`src/rtl/uart_rx_hamming13.sv`:
```
// uart_rx_hamming13
// Receives pairs of 8N1 UART bytes, joins them into one 13-bit Hamming
// codeword and applies SECDED decoding.
//
// Ports:
//   clk           system clock
//   rst_n         asynchronous active-low reset
//   rx_serial     UART line, idle high, asynchronous to clk
//   data_out      decoded byte, held until the next data_valid
//   data_valid    one-cycle strobe when data_out and the error flags update
//   err_corrected single-bit error was corrected (qualified by data_valid)
//   err_double    uncorrectable error detected (qualified by data_valid)
//   frame_err     one-cycle strobe: bad stop bit or inter-byte gap timeout
//
// Codeword: code[12:5] = first (high) byte, code[4:0] = second byte[7:3].
// code[i], i=1..12, is Hamming position i; parity at 1,2,4,8; code[0] is
// overall parity.
module uart_rx_hamming13 #(
    parameter int unsigned CLKS_PER_BIT     = 8,
    parameter int unsigned GAP_TIMEOUT_BITS = 4
) (
    input  logic       clk,
    input  logic       rst_n,
    input  logic       rx_serial,
    output logic [7:0] data_out,
    output logic       data_valid,
    output logic       err_corrected,
    output logic       err_double,
    output logic       frame_err
);

    localparam int unsigned GAP_CYCLES = GAP_TIMEOUT_BITS * CLKS_PER_BIT;
    localparam int unsigned CW         = $clog2(GAP_CYCLES + CLKS_PER_BIT + 1);

    localparam logic [CW-1:0] HALF_BIT = CW'((CLKS_PER_BIT - 1) / 2);
    localparam logic [CW-1:0] FULL_BIT = CW'(CLKS_PER_BIT - 1);
    localparam logic [CW-1:0] GAP_LAST = CW'(GAP_CYCLES);
    localparam logic [CW-1:0] CNT_ONE  = CW'(1);

    localparam logic [2:0] ST_IDLE   = 3'd0;
    localparam logic [2:0] ST_START  = 3'd1;
    localparam logic [2:0] ST_DATA   = 3'd2;
    localparam logic [2:0] ST_STOP   = 3'd3;
    localparam logic [2:0] ST_GAP    = 3'd4;
    localparam logic [2:0] ST_DECODE = 3'd5;
    // Holds after a bad stop bit until the line returns high.
    localparam logic [2:0] ST_BREAK  = 3'd6;

    // Synchronizer resets to the idle line level so reset never looks like a start.
    logic rx_meta_q, rx_s;

    always_ff @(posedge clk or negedge rst_n) begin
        if (!rst_n) begin
            rx_meta_q <= 1'b1;
            rx_s      <= 1'b1;
        end else begin
            rx_meta_q <= rx_serial;
            rx_s      <= rx_meta_q;
        end
    end

    logic [2:0]    state_q, state_d;
    logic [CW-1:0] clk_count_q, clk_count_d;
    logic [CW-1:0] gap_count_q, gap_count_d;
    logic [2:0]    bit_idx_q, bit_idx_d;
    logic [7:0]    shift_q, shift_d;
    logic [7:0]    high_q, high_d;
    logic [7:0]    low_q, low_d;
    logic          have_high_q, have_high_d;
    logic [7:0]    data_out_q, data_out_d;
    logic          valid_q, valid_d;
    logic          corr_q, corr_d;
    logic          dbl_q, dbl_d;
    logic          ferr_q, ferr_d;

    // SECDED decode of the assembled codeword.
    logic [12:0] code, fixed;
    logic [3:0]  syn;
    logic        par;
    logic        dec_corr, dec_dbl;
    logic [7:0]  dec_data;

    always_comb begin
        code   = {high_q, low_q[7:3]};
        syn[0] = code[1] ^ code[3] ^ code[5] ^ code[7] ^ code[9] ^ code[11];
        syn[1] = code[2] ^ code[3] ^ code[6] ^ code[7] ^ code[10] ^ code[11];
        syn[2] = code[4] ^ code[5] ^ code[6] ^ code[7] ^ code[12];
        syn[3] = code[8] ^ code[9] ^ code[10] ^ code[11] ^ code[12];
        par    = ^code;
        // Odd overall parity with a syndrome inside the codeword means one flipped bit;
        // syndrome 0 then points at code[0], which carries no data.
        dec_corr = par && (syn <= 4'd12);
        dec_dbl  = (syn != 4'd0) && !dec_corr;
        fixed    = code;
        if (dec_corr && (syn != 4'd0)) begin
            fixed[syn] = ~code[syn];
        end
        dec_data = {fixed[12], fixed[11], fixed[10], fixed[9],
                    fixed[7], fixed[6], fixed[5], fixed[3]};
    end

    always_comb begin
        state_d     = state_q;
        clk_count_d = clk_count_q;
        gap_count_d = gap_count_q;
        bit_idx_d   = bit_idx_q;
        shift_d     = shift_q;
        high_d      = high_q;
        low_d       = low_q;
        have_high_d = have_high_q;
        data_out_d  = data_out_q;
        corr_d      = corr_q;
        dbl_d       = dbl_q;
        valid_d     = 1'b0;
        ferr_d      = 1'b0;

        case (state_q)
            ST_IDLE: begin
                if (!rx_s) begin
                    state_d     = ST_START;
                    clk_count_d = '0;
                end
            end
            ST_START: begin
                if (clk_count_q == HALF_BIT) begin
                    clk_count_d = '0;
                    if (rx_s) begin
                        // False start: resume whatever we were waiting in.
                        state_d = have_high_q ? ST_GAP : ST_IDLE;
                    end else begin
                        state_d   = ST_DATA;
                        bit_idx_d = '0;
                    end
                end else begin
                    clk_count_d = clk_count_q + CNT_ONE;
                end
            end
            ST_DATA: begin
                if (clk_count_q == FULL_BIT) begin
                    clk_count_d = '0;
                    shift_d     = {shift_q[6:0], rx_s};  // MSB arrives first
                    if (bit_idx_q == 3'd7) begin
                        state_d = ST_STOP;
                    end else begin
                        bit_idx_d = bit_idx_q + 3'd1;
                    end
                end else begin
                    clk_count_d = clk_count_q + CNT_ONE;
                end
            end
            ST_STOP: begin
                if (clk_count_q == FULL_BIT) begin
                    clk_count_d = '0;
                    if (!rx_s) begin
                        ferr_d      = 1'b1;
                        have_high_d = 1'b0;
                        state_d     = ST_BREAK;
                    end else if (!have_high_q) begin
                        high_d      = shift_q;
                        have_high_d = 1'b1;
                        gap_count_d = '0;
                        state_d     = ST_GAP;
                    end else begin
                        low_d       = shift_q;
                        have_high_d = 1'b0;
                        state_d     = ST_DECODE;
                    end
                end else begin
                    clk_count_d = clk_count_q + CNT_ONE;
                end
            end
            ST_GAP: begin
                // Counts 0..GAP_LAST-1 form the accept window; GAP_LAST is the timeout cycle.
                if (gap_count_q == GAP_LAST) begin
                    ferr_d      = 1'b1;
                    have_high_d = 1'b0;
                    gap_count_d = '0;
                    state_d     = ST_IDLE;
                end else if (!rx_s) begin
                    state_d     = ST_START;
                    clk_count_d = '0;
                end else begin
                    gap_count_d = gap_count_q + CNT_ONE;
                end
            end
            ST_DECODE: begin
                data_out_d = dec_data;
                corr_d     = dec_corr;
                dbl_d      = dec_dbl;
                valid_d    = 1'b1;
                state_d    = ST_IDLE;
            end
            ST_BREAK: begin
                if (rx_s) begin
                    state_d = ST_IDLE;
                end
            end
            default: begin
                state_d = ST_IDLE;
            end
        endcase
    end

    always_ff @(posedge clk or negedge rst_n) begin
        if (!rst_n) begin
            state_q     <= ST_IDLE;
            clk_count_q <= '0;
            gap_count_q <= '0;
            bit_idx_q   <= '0;
            shift_q     <= '0;
            high_q      <= '0;
            low_q       <= '0;
            have_high_q <= 1'b0;
            data_out_q  <= '0;
            valid_q     <= 1'b0;
            corr_q      <= 1'b0;
            dbl_q       <= 1'b0;
            ferr_q      <= 1'b0;
        end else begin
            state_q     <= state_d;
            clk_count_q <= clk_count_d;
            gap_count_q <= gap_count_d;
            bit_idx_q   <= bit_idx_d;
            shift_q     <= shift_d;
            high_q      <= high_d;
            low_q       <= low_d;
            have_high_q <= have_high_d;
            data_out_q  <= data_out_d;
            valid_q     <= valid_d;
            corr_q      <= corr_d;
            dbl_q       <= dbl_d;
            ferr_q      <= ferr_d;
        end
    end

    assign data_out      = data_out_q;
    assign data_valid    = valid_q;
    assign err_corrected = corr_q;
    assign err_double    = dbl_q;
    assign frame_err     = ferr_q;

endmodule

```
`config.mk`:
```
export PLATFORM = sky130hd
export DESIGN_NAME = uart_rx_hamming13
export DESIGN_NICKNAME = d
export VERILOG_FILES = /design/src/rtl/uart_rx_hamming13.sv
export SDC_FILE = /design/constraint.sdc
export NUM_CORES = 1
export LEC_CHECK = 0
export CAP_MARGIN = 5
export CORE_MARGIN = 5
export CORE_UTILIZATION = 40
export CTS_BUF_LIST = sky130_fd_sc_hd__clkbuf_8
export DETAILED_ROUTE_END_ITERATION = 12
export HOLD_SLACK_MARGIN = 0.06
export PLACE_DENSITY = 0.65
export SETUP_SLACK_MARGIN = 0.5
export SYNTH_ARGS = -nofsm -noshare
export SYNTH_HDL_FRONTEND = slang
export SYNTH_SLANG_ARGS = --single-unit
```
`constraint.sdc`:
```
create_clock -name clk -period 2.4 [get_ports clk]
set_clock_uncertainty 0.2 [all_clocks]
set_input_delay 0.48 -clock clk [delete_from_list [all_inputs] [get_ports clk]]
set_output_delay 0.48 -clock clk [all_outputs]
set_load 0.02 [all_outputs]
```
# --- Word-level counts from Yosys, hierarchy flattened ---
# Cells that the tools add are included.
totals:
  output_inout_bits: 12
  mem_count: 0
  mem_bits_ro: 0
  input_bits: 3
  elab_cells: 127
  reg_bits: 57
  latchBits: 0
  mem_bits_rw: 0
op_classes:
  n_addsub: 3
  n_div: 0
  multipliers: 0
  bitwise: 20
  shifts: 0
  reduce_logical: 20
  magnitude_cmp: 3
  n_eq_ne: 22
  muxes: 44
op_table:
  columns: ["operator", "n"]
  rows:
  - ["$mux W6", 9]
  - ["$mux W3", 13]
  - ["$pmux W6 S4", 1]
  - ["$ne A2 B2 Y1 const B", 11]
  - ["$pmux W3 S6", 1]
  - ["$xor A1 B1 Y1", 18]
  - ["$reduce_and A5 Y1", 3]
  - ["$bwmux W13", 1]
  - ["$mux W13", 1]
  - ["$reduce_xor A13 Y1", 1]
  - ["$add A6 B1 Y6 const B", 2]
  - ["$eq A3 B3 Y1 const B", 4]
  - ["$pmux W6 S2", 1]
  - ["$mux W1", 11]
  - ["$reduce_and A4 Y1", 2]
  - ["$reduce_bool A4 Y1", 2]
  - ["$eq A3 B2 Y1 const B", 2]
  - ["$eq A6 B2 Y1 const B", 1]
  - ["$eq A6 B3 Y1 const B", 1]
  - ["$eq A6 B6 Y1 const B", 1]
  - ["$pmux W3 S2", 1]
  - ["$lt A4 B5 Y1 const B", 1]
  - ["$bmux W1 S4", 1]
  - ["$demux W1 S4", 1]
  - ["15 further kinds", 22]

# --- Logic depth before layout (Yosys ltp) ---
# Gate-level depths: netlist (run 1).
logic_depth:
  depth_word: 11
  depth_mapped: 9
  ltp_nobuf: 9

# --- Worst setup path before layout (run 1) ---
# No wires, ideal clock.
synth_path:
  kind: "reg2reg"
  startpoint: "register high_q[6]"
  endpoint: "register data_out_q[1], in the netlist data_out[1]"
  required_time_ns: 2.058
  arrival_ns: 2.047
  synth_period_minus_slack_ns: 2.388
  n_path_buf: 1
  path_slack_ns: 0.012
  path_stages_with_launch: 9
  setup_time_ns: 0.142
  cell_sequence: "dfrtp_1 -> buf_2 -> xor2_1 -> xor3_2 -> nand2b_4 -> nand3_1 -> o21ai_0 -> o311ai_4 -> a31oi_1"
synth_via:
  elab_chain_len: 8
  elab_cells_between_ends: 19
  cone_classes: "order compare: 3; mux: 6; bitwise: 5; reduce/logical: 5"
synth_rtl:
  columns: ["element", "line", "rtl"]
  rows:
  - ["from (decl)", "67", "logic [7:0] high_q, high_d;"]
  - ["from (signal assigned)", "225", "high_q <= high_d;"]
  - ["$xor A1 B1 Y1 (2 in series)", "88", "syn[3] = code[8] ^ code[9] ^ code[10] ^ code[11] ^ code[12];"]
  - ["$lt A4 B5 Y1 (not written as such) or $ge A4 B1 Y1 (tied branches)", "96", "fixed[syn] = ~code[syn];"]
  - ["$logic_and A1 B1 Y1 (not written as such)", "96", null]
  - ["$mux W1 (not written as such)", "96", null]
  - ["$demux W1 S4", "96", null]
  - ["$bwmux W13", "96", null]
  - ["$mux W13 (*)", "95", "if (dec_corr && (syn != 4'd0)) begin"]
  - ["to (signal assigned)", "228", "data_out_q <= data_out_d;"]
  - ["to (decl)", "70", "logic [7:0] data_out_q, data_out_d;"]
# Mark *: on every way between the ends. The rest lies on a longest branch, timed or not. The select of a mux whose other input is x is not followed.
# A chain may end at the register's enable or synchronous reset.

# --- Final worst setup path (run 1) ---
layout_path:
  startpoint: "register high_q[6]"
  endpoint: "register data_out_q[0], in the netlist data_out[0]"
# The elaborated chain is that of the path after synthesis.

==> results.txt, run 1 <==
The run finished, with violations left. The final reports fail on setup timing. The later-pin clock latency in the skew report came out at about 0.32 ns. The worst setup path is captured at a register. Clock tree synthesis selected as its root buffer the cell sky130_fd_sc_hd__clkbuf_8. The first TritonRoute pass finished after 4 iterations. The xor/xnor share of the synthesized area came out at under 10%. The first-pass GRT wire length came out at roughly 12,000 um. The global-route usage over all layers is 15.3%. The number of clock sinks seen by CTS is between 50 and 60. The worst-case setup margin in the final layout is -0.0419 ns. Yosys attributes the largest share of cell area to sky130_fd_sc_hd__dfrtp_1, sky130_fd_sc_hd__mux2_2, sky130_fd_sc_hd__nand2_1, sky130_fd_sc_hd__o21ai_0, sky130_fd_sc_hd__mux2i_1. The number of global-route vias before repair came out at ~2,500. The post-route antenna net violation count came out at 0. The clock edge transition at the registers on the reported setup and hold paths came out at between 0.1 and 0.15 ns. The worst-case vdd ir drop came out at around 0.00052 V. The congestion estimate from routability-driven global placement came to a little under 0.8.

The deepest clock path buffer count came out at 2. Buffers inserted during clock tree synthesis total 5. The final routed wirelength across all metal layers came out at 7890 um.

The number of antenna violations at the first check in global routing is 0. The post-synthesis cell type count came out at a little under 60. The number of setup violations in the final report came out at 7.

The sum of net half-perimeters after detailed placement is roughly 4700 um. The portion of the post-synthesis area used by sequential elements is a little over two fifths. The nature of the critical path startpoint is a register. Once the floorplan was initialized, standard cells occupied between 40% and 50% of the core.

The H-tree was split into 2 levels. The worst-path cell with the longest stage delay is sky130_fd_sc_hd__xor3_2. The sum of internal, switching and leakage power came out at ~4.1 mW. The power per cell area came out at 899 nW/um^2.

The tool flagged a number of max-cap violations equal to 0. Walking the worst path, the cells encountered are xor2_2 > xor3_2 > buf_6 > mux2i_1 > nand2_1 > nand4_1 > o311ai_4 > o31ai_2. TritonCTS built the clock tree. The average size of a mapped cell is 10.2 um^2.

The maximum fanout along the worst path is 5. By startpoint and endpoint, the worst setup path is classified as register to register. For the worst setup path, the data required time is around 2.4 ns. When the netlist entered floorplanning its net count stood at between 300 and 400. The post-layout net count came out at slightly below 400. The floorplan step defined a die boundary enclosing roughly 9600 um^2. The number of vias per cell after detailed routing is approximately 5.3.

By area, the combinational part of the netlist is dominated by simple AND/OR/NAND/NOR gates. Setup repair after global routing could not meet its margin everywhere. The die width came out at 97.8 um. Among all flip-flop cells after synthesis, the most frequent one is sky130_fd_sc_hd__dfrtp_1.

The synthesized netlist devotes 17.0% of its cell area to simple gates. The total I/O pin count is 15. The maximum frequency from static timing analysis came out at 0.410 GHz. The via count is 2,599.

The slew of the pin with the lowest slew margin is between 0.3 and 0.4 ns. The synthesized instance count is 302. The remaining global-route overflow is 0. The compound-cell area share of the yosys netlist is between 10 and 15%. The post-synth design cell area came out at slightly above 3000 um^2. The final standard cell area without fillers came out at between 4000 and 5000 um^2. The total count of max-transition violations in the final report is 0.

The tightest slew margin relative to the limit is around 75%. The critical path buffer and inverter count is 1. The min-delay analysis places its worst path in the category register to register. In this run, synthesis inferred 0 flip-flops with an integrated enable.

After detailed placement, the total cell area comes to 3640 um^2. The number of antenna cells inserted is 0. The maximum number of pins on one net before global-route repair is 55.

The mux share of post-synthesis cell area is 10.6%. The total area inside the core boundary comes to roughly 7600 um^2. During synthesis, Yosys emitted a total of 0 warnings.

The area added between synthesis and finish came out at 47.0%. The number of placement rows came out at 32. In the routed design, unresolved DRC markers number 0. The highest cell delay on the worst timing path is around 0.51 ns. In this run, the number of DRC markers left after iteration 0 of detailed routing was approximately 70. The number of hold violations in the final report came out at 0. Among cell families on the critical path, the largest total delay comes from XOR/XNOR gates.

The fraction of final layout cells sized beyond drive strength 1 came out at between 40% and 50%. The adder-cell share of the synthesized area came out at 2.36%. The endpoint arrival time on the critical path came out at between 2 and 2.5 ns. The share of the synthesized area in the top cell type came out at about 42%. The count of placed standard cells including taps came out at 433. The count of state elements after synthesis is 54. The reported leakage power is ~2.1 nW.

Once layout is complete, the cells apart from fillers number slightly below 500. The count of port buffers added during placement came out at 14. The routed design could run at a clock period as short as around 2.4 ns.

On the final layout, the worst hold slack is approximately 0.16 ns. The wire length per cell after detailed routing came out at ~16 um. In the synthesized netlist the async set-or-reset flop fraction comes to 100%. The height of the chip came out at 97.8 um. In the finished design, the share of the clock period the worst path needs comes to 102%. The synthesized design spends more area on one cell type than any other, namely sky130_fd_sc_hd__dfrtp_1.
metrics by stage:
step	setup TNS, ns	util [%]	worst slack, ns
2_1_floorplan	0	-	0.0756
3_3_place_gp	0	47.9	0.00896
3_5_place_dp	-0.158	47.9	-0.0545
4_1_cts	0	54.5	0.0280
5_1_grt	-0.885	59.5	-0.161
6_report	-0.149	59.5	-0.0419
logic make-up after synthesis:
logic type / count (synthesis)
DFF: 54
adders and majority gates: 6
AOI/OAI and AO/OA: 64
buffers and inverters: 19
xor gates and xnor gates: 25
and+or+nand+nor: 104
muxes: 30
cells in the mapped netlist (2+ instances only):
| cell | count |
|---|---|
| sky130_fd_sc_hd__dfrtp_1 | 52 |
| sky130_fd_sc_hd__nand2_1 | 37 |
| sky130_fd_sc_hd__o21ai_0 | 21 |
| sky130_fd_sc_hd__mux2_2 | 20 |
| sky130_fd_sc_hd__nor2_1 | 20 |
| sky130_fd_sc_hd__nand3_1 | 13 |
| sky130_fd_sc_hd__xnor2_1 | 11 |
| sky130_fd_sc_hd__mux2i_1 | 10 |
| sky130_fd_sc_hd__a21oi_1 | 9 |
| sky130_fd_sc_hd__xor2_1 | 9 |
| sky130_fd_sc_hd__clkbuf_1 | 7 |
| sky130_fd_sc_hd__nand4_1 | 7 |
| sky130_fd_sc_hd__inv_1 | 6 |
| sky130_fd_sc_hd__a31oi_1 | 5 |
| sky130_fd_sc_hd__ha_1 | 5 |
| sky130_fd_sc_hd__a211o_1 | 4 |
| sky130_fd_sc_hd__and2_1 | 4 |
| sky130_fd_sc_hd__nand2b_1 | 4 |
| sky130_fd_sc_hd__o21ai_1 | 4 |
| sky130_fd_sc_hd__nor4b_1 | 3 |
| sky130_fd_sc_hd__a211oi_1 | 2 |
| sky130_fd_sc_hd__a21o_1 | 2 |
| sky130_fd_sc_hd__and3_1 | 2 |
| sky130_fd_sc_hd__buf_2 | 2 |
| sky130_fd_sc_hd__dfstp_2 | 2 |
| sky130_fd_sc_hd__nand3b_1 | 2 |
| sky130_fd_sc_hd__nor2b_1 | 2 |
| sky130_fd_sc_hd__nor3b_1 | 2 |
| sky130_fd_sc_hd__o21a_1 | 2 |
| sky130_fd_sc_hd__o31ai_1 | 2 |
| sky130_fd_sc_hd__or3_1 | 2 |
| sky130_fd_sc_hd__xnor3_1 | 2 |
flip-flops by register name, indices dropped and copies added (netlist names), 3 cells and up:
signal       count
bit_idx_q        3
data_out         8
clk_count_q      6
gap_count_q      6
state_q          3
high_q           8
low_q            5
shift_q          8
cell usage in the layout, fill, tap and decap left out, types with 3 or more instances in the layout:
master	netlist	final
sky130_fd_sc_hd__mux2i_1	10	9
sky130_fd_sc_hd__nand4_1	7	7
sky130_fd_sc_hd__nand3_2	0	3
sky130_fd_sc_hd__nand2b_1	4	3
sky130_fd_sc_hd__nor2_1	20	13
sky130_fd_sc_hd__nor2_4	0	3
sky130_fd_sc_hd__a21oi_2	1	3
sky130_fd_sc_hd__nand2_2	0	8
sky130_fd_sc_hd__buf_6	1	16
sky130_fd_sc_hd__ha_1	5	3
sky130_fd_sc_hd__o21ai_1	4	14
sky130_fd_sc_hd__buf_4	0	51
sky130_fd_sc_hd__xor2_4	0	3
sky130_fd_sc_hd__buf_12	0	3
sky130_fd_sc_hd__nand2_4	0	4
sky130_fd_sc_hd__nand3_4	0	3
sky130_fd_sc_hd__a211o_1	4	4
sky130_fd_sc_hd__dfrtp_2	0	7
sky130_fd_sc_hd__mux2_4	0	19
sky130_fd_sc_hd__nor4b_4	0	3
sky130_fd_sc_hd__a31oi_1	5	5
sky130_fd_sc_hd__nor2_2	0	4
sky130_fd_sc_hd__xor2_1	9	5
sky130_fd_sc_hd__o21ai_0	21	9
sky130_fd_sc_hd__xnor2_2	1	6
sky130_fd_sc_hd__clkbuf_8	0	6
sky130_fd_sc_hd__inv_1	6	4
sky130_fd_sc_hd__and2_1	4	4
sky130_fd_sc_hd__dlygate4sd2_1	0	12
sky130_fd_sc_hd__xnor2_1	11	4
sky130_fd_sc_hd__nand3_1	13	8
sky130_fd_sc_hd__a21oi_1	9	7
sky130_fd_sc_hd__nand2_1	37	26
sky130_fd_sc_hd__dfrtp_1	52	45
metal layers:
| metal | global-route usage, % | share of wire, % | up-vias |
|---|---|---|---|
| met4 | 4.15 | 1.8 | 0 |
| met2 | 26.3 | 52 | 41 |
| met3 | 2.50 | 2.7 | 11 |
| met1 | 19.9 | 44 | 1292 |
| li1 | - | - | 1255 |
| met5 | 0 | 0 | - |
repair_timing:
action	in CTS	in global routing
hold endpoints to repair	52	0
setup endpoints to repair	59	47
resized for setup	52	70
pin swaps	16	30
hold buffers	1	0
buffers inserted	29	15
cloned	0	2
worst paths after layout:
check | to | slack [ns] | cells past startpoint | start
setup / recovery | data_out[0] | -0.04 | 8 | high_q[6]
setup reg to reg | data_out[0] | -0.04 | 8 | high_q[6]
max in group asynchronous | rx_s | 1.23 | 3 | rst_n
hold reg to reg | rx_s | 0.16 | 0 | rx_meta_q
hold / removal | rx_s | 0.16 | 0 | rx_meta_q
min in group asynchronous | frame_err | 0.48 | 3 | rst_n
final cells by class:
| cell class | count | area [um^2] |
|---|---|---|
| fill | 637 | 3080 |
| multi-input combinational | 231 | 2150 |
| sequential | 54 | 1360 |
| timing repair buffer | 85 | 753 |
| tap | 102 | 128 |
| clock buffer | 6 | 82.6 |
| inverter | 8 | 32.5 |
| clock inverter | 2 | 20.0 |
power by group:
part	total [mW]	switching, mW	internal (mW)
combinational	2.18	1.05	1.12
clock	0.581	0.335	0.246
sequential	1.31	0.237	1.07
total	4.07	1.63	2.44
Note: power is estimated with default switching activity, not from simulation.
==> run 2, diff against run 1 <==
--- a/config.mk
+++ b/config.mk
@@ -5,14 +5,14 @@
 export SDC_FILE = /design/constraint.sdc
 export NUM_CORES = 1
 export LEC_CHECK = 0
-export CAP_MARGIN = 5
+export CAP_MARGIN = 25
 export CORE_MARGIN = 5
 export CORE_UTILIZATION = 40
 export CTS_BUF_LIST = sky130_fd_sc_hd__clkbuf_8
+export CTS_CLUSTER_DIAMETER = 40
 export DETAILED_ROUTE_END_ITERATION = 12
 export HOLD_SLACK_MARGIN = 0.06
 export PLACE_DENSITY = 0.65
-export SETUP_SLACK_MARGIN = 0.5
 export SYNTH_ARGS = -nofsm -noshare
 export SYNTH_HDL_FRONTEND = slang
 export SYNTH_SLANG_ARGS = --single-unit
==> run 2 against run 1 <==
- the flow still finishes with violations (setup timing)
- wire length down 16%
- critical path depth unchanged
- die area unchanged
- count of clock-buffer cells in the layout down 1
- combinational power down 26%
- hold slack worse by 0.083 ns
- sequential power down 8%
- sequential cell count unchanged
- clock power down 11%
- cell count down 6.1%
- global-route usage down 0.81 points
- largest cell class unchanged
==> results.txt, run 2 (synthesized netlist as in run 1, its figures left out) <==
The run finished, with violations left. The final reports fail on setup timing. The power per cell area came out at 874 nW/um^2 (-2.7%). The worst-case vdd ir drop was 0.000406 V (-22%). The number of filler instances in the final layout came to 699 (+9.7%).

The number of antenna cells inserted is 0 (unchanged). The shortest period the worst path allows was 2.44 ns (-0.00617 ns). The endpoint arrival time on the critical path is 2.42 ns (-0.06 ns).

The data required time at the worst endpoint is 2.38 ns (-0.06 ns). On the critical path, the stage with the largest delay is an instance of sky130_fd_sc_hd__xnor3_2. The die outline area came out at 9560 um^2 (unchanged).

The TritonCTS clock tree is done. The total count of max-transition violations in the final report came to 0 (unchanged). The fraction of final layout cells sized beyond drive strength 1 came to 29.5% (-17 points). The later-pin clock latency in the skew report came to 0.32 ns (about the same).

The first-pass iteration count of the detailed router is 4 (unchanged). The deepest clock path buffer count is 2 (unchanged). The number of placement rows came out at 32 (unchanged). The highest cell delay on the worst timing path came to 0.48 ns (-0.03 ns). The number of vias per cell after detailed routing is 5.25 (-1.5%). The library cell used most frequently in the layout, excluding fill and tap cells, is sky130_fd_sc_hd__dfrtp_1. The sum of internal, switching and leakage power is 3.34 mW (-18%). In this run the worst hold path is classified as primary input to async pin. The clock edge transition at the registers on the reported setup and hold paths came out at 0.10 ns (about the same). The first-pass GRT wire length is 11,400 um (-5.8%). The final setup TNS came out at -0.0697 ns (+0.0791 ns). The H-tree depth reported by CTS was 2 (unchanged).

The maximum frequency from static timing analysis is 0.411 GHz (+0.25%). The hold buffer count at cts is 0 (-1). The slew of the pin with the lowest slew margin is 0.684 ns (+0.312 ns). The area added between synthesis and finish is 23.8%.

The number of global-route vias before repair came to 2,385 (-3.2%). The clock root buffer is sky130_fd_sc_hd__clkbuf_8. The wire length per cell after detailed routing came out at 14.4 um (-11%). The number of antenna violations at the first check in global routing came out at 0 (unchanged). The reported leakage power came to 1.72 nW (-18%). The critical path endpoint category is a register. The post-route worst hold slack is 0.0790 ns (-0.0833 ns).

The number of setup violations in the final report is 3 (-4). The number of cells on the worst reg-to-reg path is 8 (unchanged). The remaining global-route overflow came to 0 (unchanged). The core utilization of the finished layout came out at 50.1% (-9.4 points). The core area is 7610 um^2 (unchanged).

The worst setup path is launched from a register. The post-layout net count is 363 (-7.6%). The number of hold violations in the final report came out at 0 (unchanged). The final clock period utilization by the worst path is 101% (-0.26 points).

The total I/O pin count came out at 15 (unchanged). The worst-case setup margin in the final layout is -0.0358 ns (+0.00617 ns). The tightest slew margin relative to the limit is 54.4% (-21 points).

The critical path is of the register to register type. The maximum number of pins on one net before global-route repair came to 55 (unchanged). The via count came out at 2,403 (-7.5%).

Traced cell by cell, the critical path runs through xor2_2 > xnor3_2 > buf_6 > clkinv_4 > a21oi_2 > o211a_4 > o311ai_4 > a31oi_1. The final routed wirelength across all metal layers was 6600 um (-16%). The global-route usage over all layers came out at 14.5% (-0.81 points). The final routed DRC violation total came to 0 (unchanged). The die width was 97.8 um (unchanged). The number of maximum-capacitance constraint violations is 0 (unchanged). The post-route antenna net violation count came out at 0 (unchanged).

The library cells used most frequently in the layout, excluding fill and tap cells, are sky130_fd_sc_hd__dfrtp_1, sky130_fd_sc_hd__buf_4, sky130_fd_sc_hd__nand2_1. The sum of net half-perimeters after detailed placement was 4790 um (+2.8%). The pre-CTS setup slack is -0.0600 ns (-0.00551 ns).

The final RePlAce weighted congestion is 0.808 (+2.6%). Setup repair after global routing could not meet its margin everywhere. The first-iteration detailed-routing DRC count was 72 (+1.4%). The count of port buffers added during placement came to 14 (unchanged). The total area of multi-input combinational cells is 1740 um^2 (-19%).

The number of clock buffers inserted by TritonCTS is 5 (unchanged). The maximum fanout along the worst path came out at 7 (+2). The height of the chip came out at 97.8 um (unchanged).

The effective utilization at floorplan is 40.5% (unchanged). The flip-flop and latch area came out at 1360 um^2 (-0.46%). The number of clock sinks seen by CTS came out at 54 (unchanged).
[run 2: cell types whose count changed in the layout (fill, tap and decap cells not counted), sizes merged, moves of 3 or more]
cell | before | now
buf | 71 | 44
clkdlybuf4s50 | 1 | 13
clkinv | 1 | 4
dlygate4sd2 | 12 | 0
inv | 9 | 6
[run 2: worst paths after layout]
kind	startpoint	to	slack, ns
worst max-delay path	high_q[1]	data_out[2]	-0.04
worst min-delay path	rst_n	gap_count_q[2]	0.08
worst max register to register	high_q[1]	data_out[2]	-0.04
worst min register to register	rx_meta_q	rx_s	0.16
max in group asynchronous	rst_n	high_q[2]	1.42
min in group clk	rx_meta_q	rx_s	0.16
[run 2: through the flow]
step                      area [um^2]  instances
after detailed placement         3570        444
after global routing             3810        458
after global placement           3570        444
after floorplan                  3080        302
final                            3810        458
after CTS                        3750        455
[run 2: cell type report]
class | instances | area share, %
Clock buffer | 5 | 1.80
Clock inverter | 3 | 0.558
Inverter | 8 | 0.918
Multi-Input combinational cell | 229 | 45.6
Sequential cell | 54 | 35.6
Tap cell | 102 | 3.35
Timing Repair Buffer | 57 | 12.2
[run 2: where the power goes]
group / total, mW / internal [mW] / switching (mW) / leakage, nW
logic: 1.61 / 0.777 / 0.832 / 0.950
clock network: 0.515 / 0.206 / 0.309 / 0.0441
registers: 1.21 / 1.07 / 0.139 / 0.723
total: 3.34 / 2.06 / 1.28 / 1.72
[run 2: critical path: cells and delay by family, from the launching register on]
kind	cells	cell delay (ns)
buf+inv	2	0.22
xor+xnor	2	0.69
flops	1	0.42
compound gates	4	0.77
[run 2: routing by layer]
layer  routed length (um)  share of wire (%)  vias to the layer above  GRT usage [%]
met5                    0                  0                        -              0
met4                  149                2.3                        0           5.32
met3                  178                2.7                       11           2.71
met2                 3150                 48                       35           24.0
met1                 3120                 47                     1171           18.8
li1                     -                  -                     1186              -
[run 2: timing repair]
| item | 4_1_cts | 5_1_grt |
|---|---|---|
| setup buffers | 3 | 3 |
| pin swaps | 7 | 6 |
| resized for setup | 13 | 11 |
| hold endpoints to repair | 0 | 0 |
| endpoints found under the setup margin | 5 | 13 |
